===== config.mk =====
export PLATFORM = sky130hd
export DESIGN_NAME = regfile_access_ctrl_flat
export DESIGN_NICKNAME = d
export VERILOG_FILES = /design/src/rtl/regfile_access_ctrl_pkg.sv /design/src/rtl/regfile_access_ctrl_if.sv /design/src/rtl/regfile_access_ctrl.sv /design/src/flat_wrapper.sv
export SDC_FILE = /design/constraint.sdc
export NUM_CORES = 1
export LEC_CHECK = 0
export ABC_AREA = 1
export CAP_MARGIN = 20
export CORE_MARGIN = 2
export CORE_UTILIZATION = 56
export DETAILED_ROUTE_END_ITERATION = 7
export DONT_BUFFER_PORTS = 1
export PLACE_DENSITY = 0.81
export SYNTH_ARGS = -nofsm -noshare
export SYNTH_HDL_FRONTEND = slang
export SYNTH_SLANG_ARGS = --single-unit

===== constraint.sdc =====
create_clock -name clk -period 10.1 [get_ports clk]
set_input_delay 2.02 -clock clk [delete_from_list [all_inputs] [get_ports clk]]
set_output_delay 2.02 -clock clk [all_outputs]
set_load 0.02 [all_outputs]

===== src/rtl/regfile_access_ctrl_pkg.sv =====
// Shared opcodes, controller states and default geometry for the
// register-file access controller and its bench.
package regfile_ctrl_pkg;

    localparam int AW_DEF   = 5;
    localparam int DW_DEF   = 32;
    localparam int NREG_DEF = 32;

    typedef enum logic [1:0] {
        OP_READ2   = 2'b00,
        OP_WRITE   = 2'b01,
        OP_RMW_ADD = 2'b10,
        OP_CLEAR   = 2'b11
    } op_t;

    typedef enum logic [2:0] {
        IDLE,
        READ,
        WRITE,
        CLR,
        RESP
    } state_t;

endpackage


===== src/rtl/regfile_access_ctrl_if.sv =====
// Command and response channels between an initiator (datapath control or
// debug loader) and the register-file access controller.
interface regfile_access_ctrl_if #(
    parameter int AW = 5,
    parameter int DW = 32
);
    logic          cmd_valid;
    logic          cmd_ready;
    logic [1:0]    cmd_op;
    logic [AW-1:0] cmd_ra;
    logic [AW-1:0] cmd_rb;
    logic [AW-1:0] cmd_wn;
    logic [DW-1:0] cmd_wd;
    logic          rsp_valid;
    logic          rsp_ready;
    logic [DW-1:0] rsp_a;
    logic [DW-1:0] rsp_b;

    modport master (
        output cmd_valid, cmd_op, cmd_ra, cmd_rb, cmd_wn, cmd_wd, rsp_ready,
        input  cmd_ready, rsp_valid, rsp_a, rsp_b
    );

    modport slave (
        input  cmd_valid, cmd_op, cmd_ra, cmd_rb, cmd_wn, cmd_wd, rsp_ready,
        output cmd_ready, rsp_valid, rsp_a, rsp_b
    );
endinterface


===== src/rtl/regfile_access_ctrl.sv =====
// Sequences the 32x32 register file through dual read, write, read-modify-write
// add and clear-all commands, returning results on a valid/ready response channel.
module regfile_access_ctrl
    import regfile_ctrl_pkg::*;
#(
    parameter int AW   = AW_DEF,
    parameter int DW   = DW_DEF,
    parameter int NREG = NREG_DEF
) (
    input  logic          clk,
    input  logic          reset,
    regfile_access_ctrl_if.slave bus,
    output logic [AW-1:0] rf_rna,
    output logic [AW-1:0] rf_rnb,
    input  logic [DW-1:0] rf_a,
    input  logic [DW-1:0] rf_b,
    output logic [AW-1:0] rf_wn,
    output logic [DW-1:0] rf_wd,
    output logic          rf_write
);

    state_t        state;
    op_t           op_q;
    logic [AW-1:0] ra_q;
    logic [AW-1:0] rb_q;
    logic [AW-1:0] wn_q;
    logic [DW-1:0] wd_q;
    logic [DW-1:0] old_q;
    logic [AW-1:0] cnt;
    logic [DW-1:0] sum;

    // Carry out of the add is deliberately dropped: the sum wraps mod 2^DW.
    assign sum = old_q + wd_q;

    // Main sequencer: accepts one command in IDLE, walks the register file
    // through the required cycles, then holds the response until taken.
    always_ff @(posedge clk or posedge reset) begin
        if (reset) begin
            state         <= IDLE;
            op_q          <= OP_READ2;
            ra_q          <= '0;
            rb_q          <= '0;
            wn_q          <= '0;
            wd_q          <= '0;
            old_q         <= '0;
            cnt           <= '0;
            bus.cmd_ready <= 1'b1;
            bus.rsp_valid <= 1'b0;
            bus.rsp_a     <= '0;
            bus.rsp_b     <= '0;
        end else begin
            case (state)
                IDLE: begin
                    if (bus.cmd_valid && bus.cmd_ready) begin
                        op_q          <= op_t'(bus.cmd_op);
                        ra_q          <= bus.cmd_ra;
                        rb_q          <= bus.cmd_rb;
                        wn_q          <= bus.cmd_wn;
                        wd_q          <= bus.cmd_wd;
                        bus.cmd_ready <= 1'b0;
                        case (op_t'(bus.cmd_op))
                            OP_READ2, OP_RMW_ADD: state <= READ;
                            OP_WRITE:             state <= WRITE;
                            default: begin
                                cnt   <= AW'(1);
                                state <= CLR;
                            end
                        endcase
                    end
                end
                READ: begin
                    if (op_q == OP_RMW_ADD) begin
                        old_q <= rf_a;
                        state <= WRITE;
                    end else begin
                        bus.rsp_a     <= rf_a;
                        bus.rsp_b     <= rf_b;
                        bus.rsp_valid <= 1'b1;
                        state         <= RESP;
                    end
                end
                WRITE: begin
                    if (op_q == OP_RMW_ADD) begin
                        bus.rsp_a <= old_q;
                        bus.rsp_b <= sum;
                    end else begin
                        bus.rsp_a <= wd_q;
                        bus.rsp_b <= '0;
                    end
                    bus.rsp_valid <= 1'b1;
                    state         <= RESP;
                end
                CLR: begin
                    cnt <= cnt + AW'(1);
                    if (cnt == AW'(NREG - 1)) begin
                        bus.rsp_a     <= DW'(NREG - 1);
                        bus.rsp_b     <= '0;
                        bus.rsp_valid <= 1'b1;
                        state         <= RESP;
                    end
                end
                RESP: begin
                    if (bus.rsp_ready) begin
                        bus.rsp_valid <= 1'b0;
                        bus.cmd_ready <= 1'b1;
                        state         <= IDLE;
                    end
                end
                default: begin
                    bus.rsp_valid <= 1'b0;
                    bus.cmd_ready <= 1'b1;
                    state         <= IDLE;
                end
            endcase
        end
    end

    // Register-file port decode uses only registered state, so no command
    // input can ripple straight through to the register file.
    always_comb begin
        rf_rna   = '0;
        rf_rnb   = '0;
        rf_wn    = '0;
        rf_wd    = '0;
        rf_write = 1'b0;
        case (state)
            READ: begin
                rf_rna = ra_q;
                rf_rnb = rb_q;
            end
            WRITE: begin
                rf_wn    = wn_q;
                rf_wd    = (op_q == OP_RMW_ADD) ? sum : wd_q;
                rf_write = (wn_q != '0);
            end
            CLR: begin
                rf_wn    = cnt;
                rf_write = 1'b1;
            end
            default: ;
        endcase
    end

endmodule

===== src/flat_wrapper.sv =====
// flat-port wrapper written by rule: the top's interface ports become plain ports
module regfile_access_ctrl_flat import regfile_ctrl_pkg::*;
#(
    parameter int AW   = AW_DEF,
    parameter int DW   = DW_DEF,
    parameter int NREG = NREG_DEF
)
  (clk, reset, rf_rna, rf_rnb, rf_a, rf_b, rf_wn, rf_wd, rf_write, bus_cmd_valid, bus_cmd_op, bus_cmd_ra, bus_cmd_rb, bus_cmd_wn, bus_cmd_wd, bus_rsp_ready, bus_cmd_ready, bus_rsp_valid, bus_rsp_a, bus_rsp_b);
  regfile_access_ctrl_if #(.AW(AW), .DW(DW)) bus_i ();
  input  logic clk;
  input  logic reset;
  output logic [AW-1:0] rf_rna;
  output logic [AW-1:0] rf_rnb;
  input  logic [DW-1:0] rf_a;
  input  logic [DW-1:0] rf_b;
  output logic [AW-1:0] rf_wn;
  output logic [DW-1:0] rf_wd;
  output logic rf_write;
  input wire logic [$bits(bus_i.cmd_valid)-1:0] bus_cmd_valid;
  input wire logic [$bits(bus_i.cmd_op)-1:0] bus_cmd_op;
  input wire logic [$bits(bus_i.cmd_ra)-1:0] bus_cmd_ra;
  input wire logic [$bits(bus_i.cmd_rb)-1:0] bus_cmd_rb;
  input wire logic [$bits(bus_i.cmd_wn)-1:0] bus_cmd_wn;
  input wire logic [$bits(bus_i.cmd_wd)-1:0] bus_cmd_wd;
  input wire logic [$bits(bus_i.rsp_ready)-1:0] bus_rsp_ready;
  output wire logic [$bits(bus_i.cmd_ready)-1:0] bus_cmd_ready;
  output wire logic [$bits(bus_i.rsp_valid)-1:0] bus_rsp_valid;
  output wire logic [$bits(bus_i.rsp_a)-1:0] bus_rsp_a;
  output wire logic [$bits(bus_i.rsp_b)-1:0] bus_rsp_b;
  assign bus_i.cmd_valid = bus_cmd_valid;
  assign bus_i.cmd_op = bus_cmd_op;
  assign bus_i.cmd_ra = bus_cmd_ra;
  assign bus_i.cmd_rb = bus_cmd_rb;
  assign bus_i.cmd_wn = bus_cmd_wn;
  assign bus_i.cmd_wd = bus_cmd_wd;
  assign bus_i.rsp_ready = bus_rsp_ready;
  assign bus_cmd_ready = bus_i.cmd_ready;
  assign bus_rsp_valid = bus_i.rsp_valid;
  assign bus_rsp_a = bus_i.rsp_a;
  assign bus_rsp_b = bus_i.rsp_b;
  regfile_access_ctrl #(.AW(AW), .DW(DW), .NREG(NREG)) u_core (.clk(clk), .reset(reset), .bus(bus_i), .rf_rna(rf_rna), .rf_rnb(rf_rnb), .rf_a(rf_a), .rf_b(rf_b), .rf_wn(rf_wn), .rf_wd(rf_wd), .rf_write(rf_write));
endmodule

==> impl_metrics.tcl <==
set metrics [dict create \
    status "finished clean" \
    pre_repair_dr_iteration_count 5 \
    layout_commonest_cell "nand2_1" \
    clk_latency_ps 440 \
    final_max_slew_viol_count 0 \
    design.portCount 231 \
    r2r-start "u_core.state[2]$_DFFE_PP0P_" \
    netlist.area_leader.share 0.408 \
    grt_use_total 0.292 \
    leakagePower_nw 5.20 \
    gpl.final_weighted_congestion 0.898 \
    depth_of_the_most_critical_reg_to_reg_path 9 \
    placement.io_buffers 0 \
    whs_endpoint "u_core.op_q[1]$_DFFE_PP0P_" \
    cts_made_buffers 17 \
    global_route.overflow_total 0 \
    die_outline_area_mm2 0.0179 \
    post_cts_setup_buffer_count 0 \
    finalHoldViolations 0 \
    cts.root.buffer_cell "clkbuf_16" \
    cap_viol_max_count 0 \
    nFillCells 1469 \
    instance_count_along_the_most_critical_hold_path 2 \
    syn-num-nets 1435 \
    min_from "u_core.op_q[1]$_DFFE_PP0P_" \
    pwr_density_mw_per_mm2 404 \
    fin_total_pwr_w 0.00412 \
    clk_path_buf_depth 2 \
    vias_per_cell 5.55 \
    r2r-end "u_core.bus.rsp_a[11]$_DFFE_PP0P_" \
    placementRows 47 \
    clk_pin_slew_ps 70 \
    postSynthRegisterBits 155 \
    final.setup.tns_ps 0 \
    synth.largest_area_cell "dfrtp_1" \
    postPlaceCellArea_mm2 0.00958 \
    grt_pass1_wl_um 41300 \
    dpl.cell_count 1468 \
    drive_above_1_share 0.0867 \
    hold_crit_class "flop to flop" \
    yosysWarnings 0 \
    layout.cells.most_common_list "nand2_1, dfrtp_1, inv_1" \
    postCtsResizedCells 0 \
    synth_seq_area_share 0.411 \
    timing.critical_path.required_ps 8080 \
    start_kind "flop" \
    core_mm2 0.0165 \
    cts.sink_count 155 \
    whs_ps 491 \
    slew_headroom 0.382 \
    detail_route.wirelength_um 25400 \
    worstSetupPathType "flop to output port" \
    syn_area_mm2 0.00944 \
    first_global_vias 8353 \
    routed-via-count 8324 \
    nets 1418 \
    maximum_number_of_pins_on_one_net_before_global_route_repair 86 \
    critPathMaxFanout 62 \
    die_height_um 134 \
    area.sequential_mm2 0.00388 \
    setup.reg_to_reg.worst_slack_ps 6370 \
    h_tree_depth 4 \
    synth.avg_cell_area_um2 7.35 \
    rsz0062_at_grt "no" \
    finalClockSkew_ps 8.35 \
    flow.area_growth_from_synthesis_pct 8.14 \
    number_of_distinct_standard_cells_referenced_by_the_synthesized_netlist 40 \
    data_arrival_at_the_endpoint_of_the_critical_path_ps 2990 \
    timing.critical_path.to_type "output port" \
    min_period_over_period 0.496 \
    die_width_um 134 \
    timing.final.setup_violations 0 \
    synth_area_leaders "dfrtp_1, nand2_1, inv_1, nor2_1, a21oi_1" \
    remaining_drc_errors 0 \
    effective_utilization_at_floorplan 0.571 \
    drtIter0Drc 545 \
    cts_tree "built" \
    post_cts_hold_buffer_count 0 \
    grt_antenna_before_repair 1 \
    finalInstanceArea_mm2 0.0102 \
    worst_slew_pin_slew_ps 924 \
    achievable-frequency_mhz 200 \
    timing.final.crit_period_ps 5010 \
    place_hpwl_um 18600 \
    power.ir.vdd_worst_mv 0.200 \
    multi_input_comb_area_mm2 0.00476 \
    routed_wire_length_per_instance_um 16.9 \
    finalNonFillerCells 1501 \
    post_synth_inst_count 1284 \
    postRouteAntennaNets 0 \
]
layout make-up:
type / instances / share of cell area
Inverter: 158 / 0.0587
Multi-Input combinational cell: 928 / 0.466
Clock buffer: 17 / 0.0417
Sequential cell: 155 / 0.380
Tap cell: 220 / 0.0270
Clock inverter: 15 / 0.0195
Antenna cell: 1 / 0.000245
Timing Repair Buffer: 7 / 0.00711
cells in the mapped netlist:
| master | count |
|---|---|
| o31ai_1 | 1 |
| a22oi_1 | 2 |
| or2_4 | 1 |
| inv_1 | 155 |
| a21o_1 | 7 |
| buf_2 | 10 |
| a31oi_1 | 4 |
| o21ai_0 | 23 |
| fa_1 | 1 |
| nand2_1 | 456 |
| and2_1 | 3 |
| a41oi_2 | 25 |
| a31o_2 | 1 |
| buf_6 | 5 |
| xor2_1 | 2 |
| xnor2_1 | 1 |
| nor2_1 | 146 |
| nor2_4 | 1 |
| buf_4 | 3 |
| a221oi_1 | 2 |
| buf_1 | 3 |
| nand3b_1 | 4 |
| o21bai_1 | 3 |
| mux2_2 | 27 |
| a41oi_1 | 3 |
| ha_1 | 33 |
| dfrtp_1 | 154 |
| nor3_1 | 2 |
| nand2_4 | 1 |
| nor3_4 | 1 |
| nand3_2 | 1 |
| o22ai_1 | 7 |
| clkbuf_1 | 22 |
| or2_2 | 5 |
| nand4_1 | 5 |
| a21oi_2 | 1 |
| inv_2 | 3 |
| a21oi_1 | 108 |
| dfstp_2 | 1 |
| nand3_1 | 51 |
worst max-delay path: stages, from the launching register on:
cell     delay (ps)
dfrtp_1         430
nor2_1          290
nand2_1         240
nor2_4          120
buf_4           580
inv_1           260
a21oi_1         170
o21ai_0         210
nand2_1         250
power breakdown:
group	leakage (nW)	switching (W)	total [W]	internal [W]
clock network	0.304	0.000292	0.000690	0.000398
registers	1.76	0.000385	0.00132	0.000932
logic	3.13	0.00140	0.00211	0.000715
total	5.20	0.00208	0.00412	0.00205
per-stage QoR:
stage,worst slack [ps],utilization
2_1_floorplan,3900,-
3_3_place_gp,5680,0.578
3_5_place_dp,5570,0.580
4_1_cts,5100,0.618
5_1_grt,4880,0.618
6_report,5090,0.618
flip-flops by register name, summed over array words and instances, names as in the netlist:
register	cells
u_core.bus.cmd_ready	1
u_core.op_q	2
u_core.wd_q	32
u_core.cnt	5
u_core.bus.rsp_b	32
u_core.old_q	32
u_core.state	3
u_core.wn_q	5
u_core.bus.rsp_valid	1
u_core.ra_q	5
u_core.bus.rsp_a	32
u_core.rb_q	5
worst max-delay path by stage:
stage	startpoint	end	slack [ps]
after floorplan	reset	u_core.bus.rsp_a[0]$_DFFE_PP0P_	3900
after global placement	u_core.state[2]$_DFFE_PP0P_	rf_wd[1]	5680
after detailed placement	u_core.state[2]$_DFFE_PP0P_	rf_wd[1]	5570
after CTS	u_core.state[2]$_DFFE_PP0P_	rf_wd[1]	5100
after global routing	u_core.state[2]$_DFFE_PP0P_	rf_wd[15]	4880
final	u_core.state[2]$_DFFE_PP0P_	rf_wd[15]	5090
kinds of logic after synthesis:
group | after synthesis | synth area share
flops | 155 | 0.411
xor+xnor | 3 | 0.00278
fa+ha+maj | 34 | 0.0458
buf+inv | 201 | 0.0864
mux | 27 | 0.0322
simple gates | 677 | 0.285
compound gates | 187 | 0.137
layer usage:
metal / global-route usage / share of wire
met3: 0.0752 / 0.079
met5: 0 / 0
met1: 0.387 / 0.43
met2: 0.481 / 0.48
met4: 0.0727 / 0.011
Power figures use the tool's default switching activity.
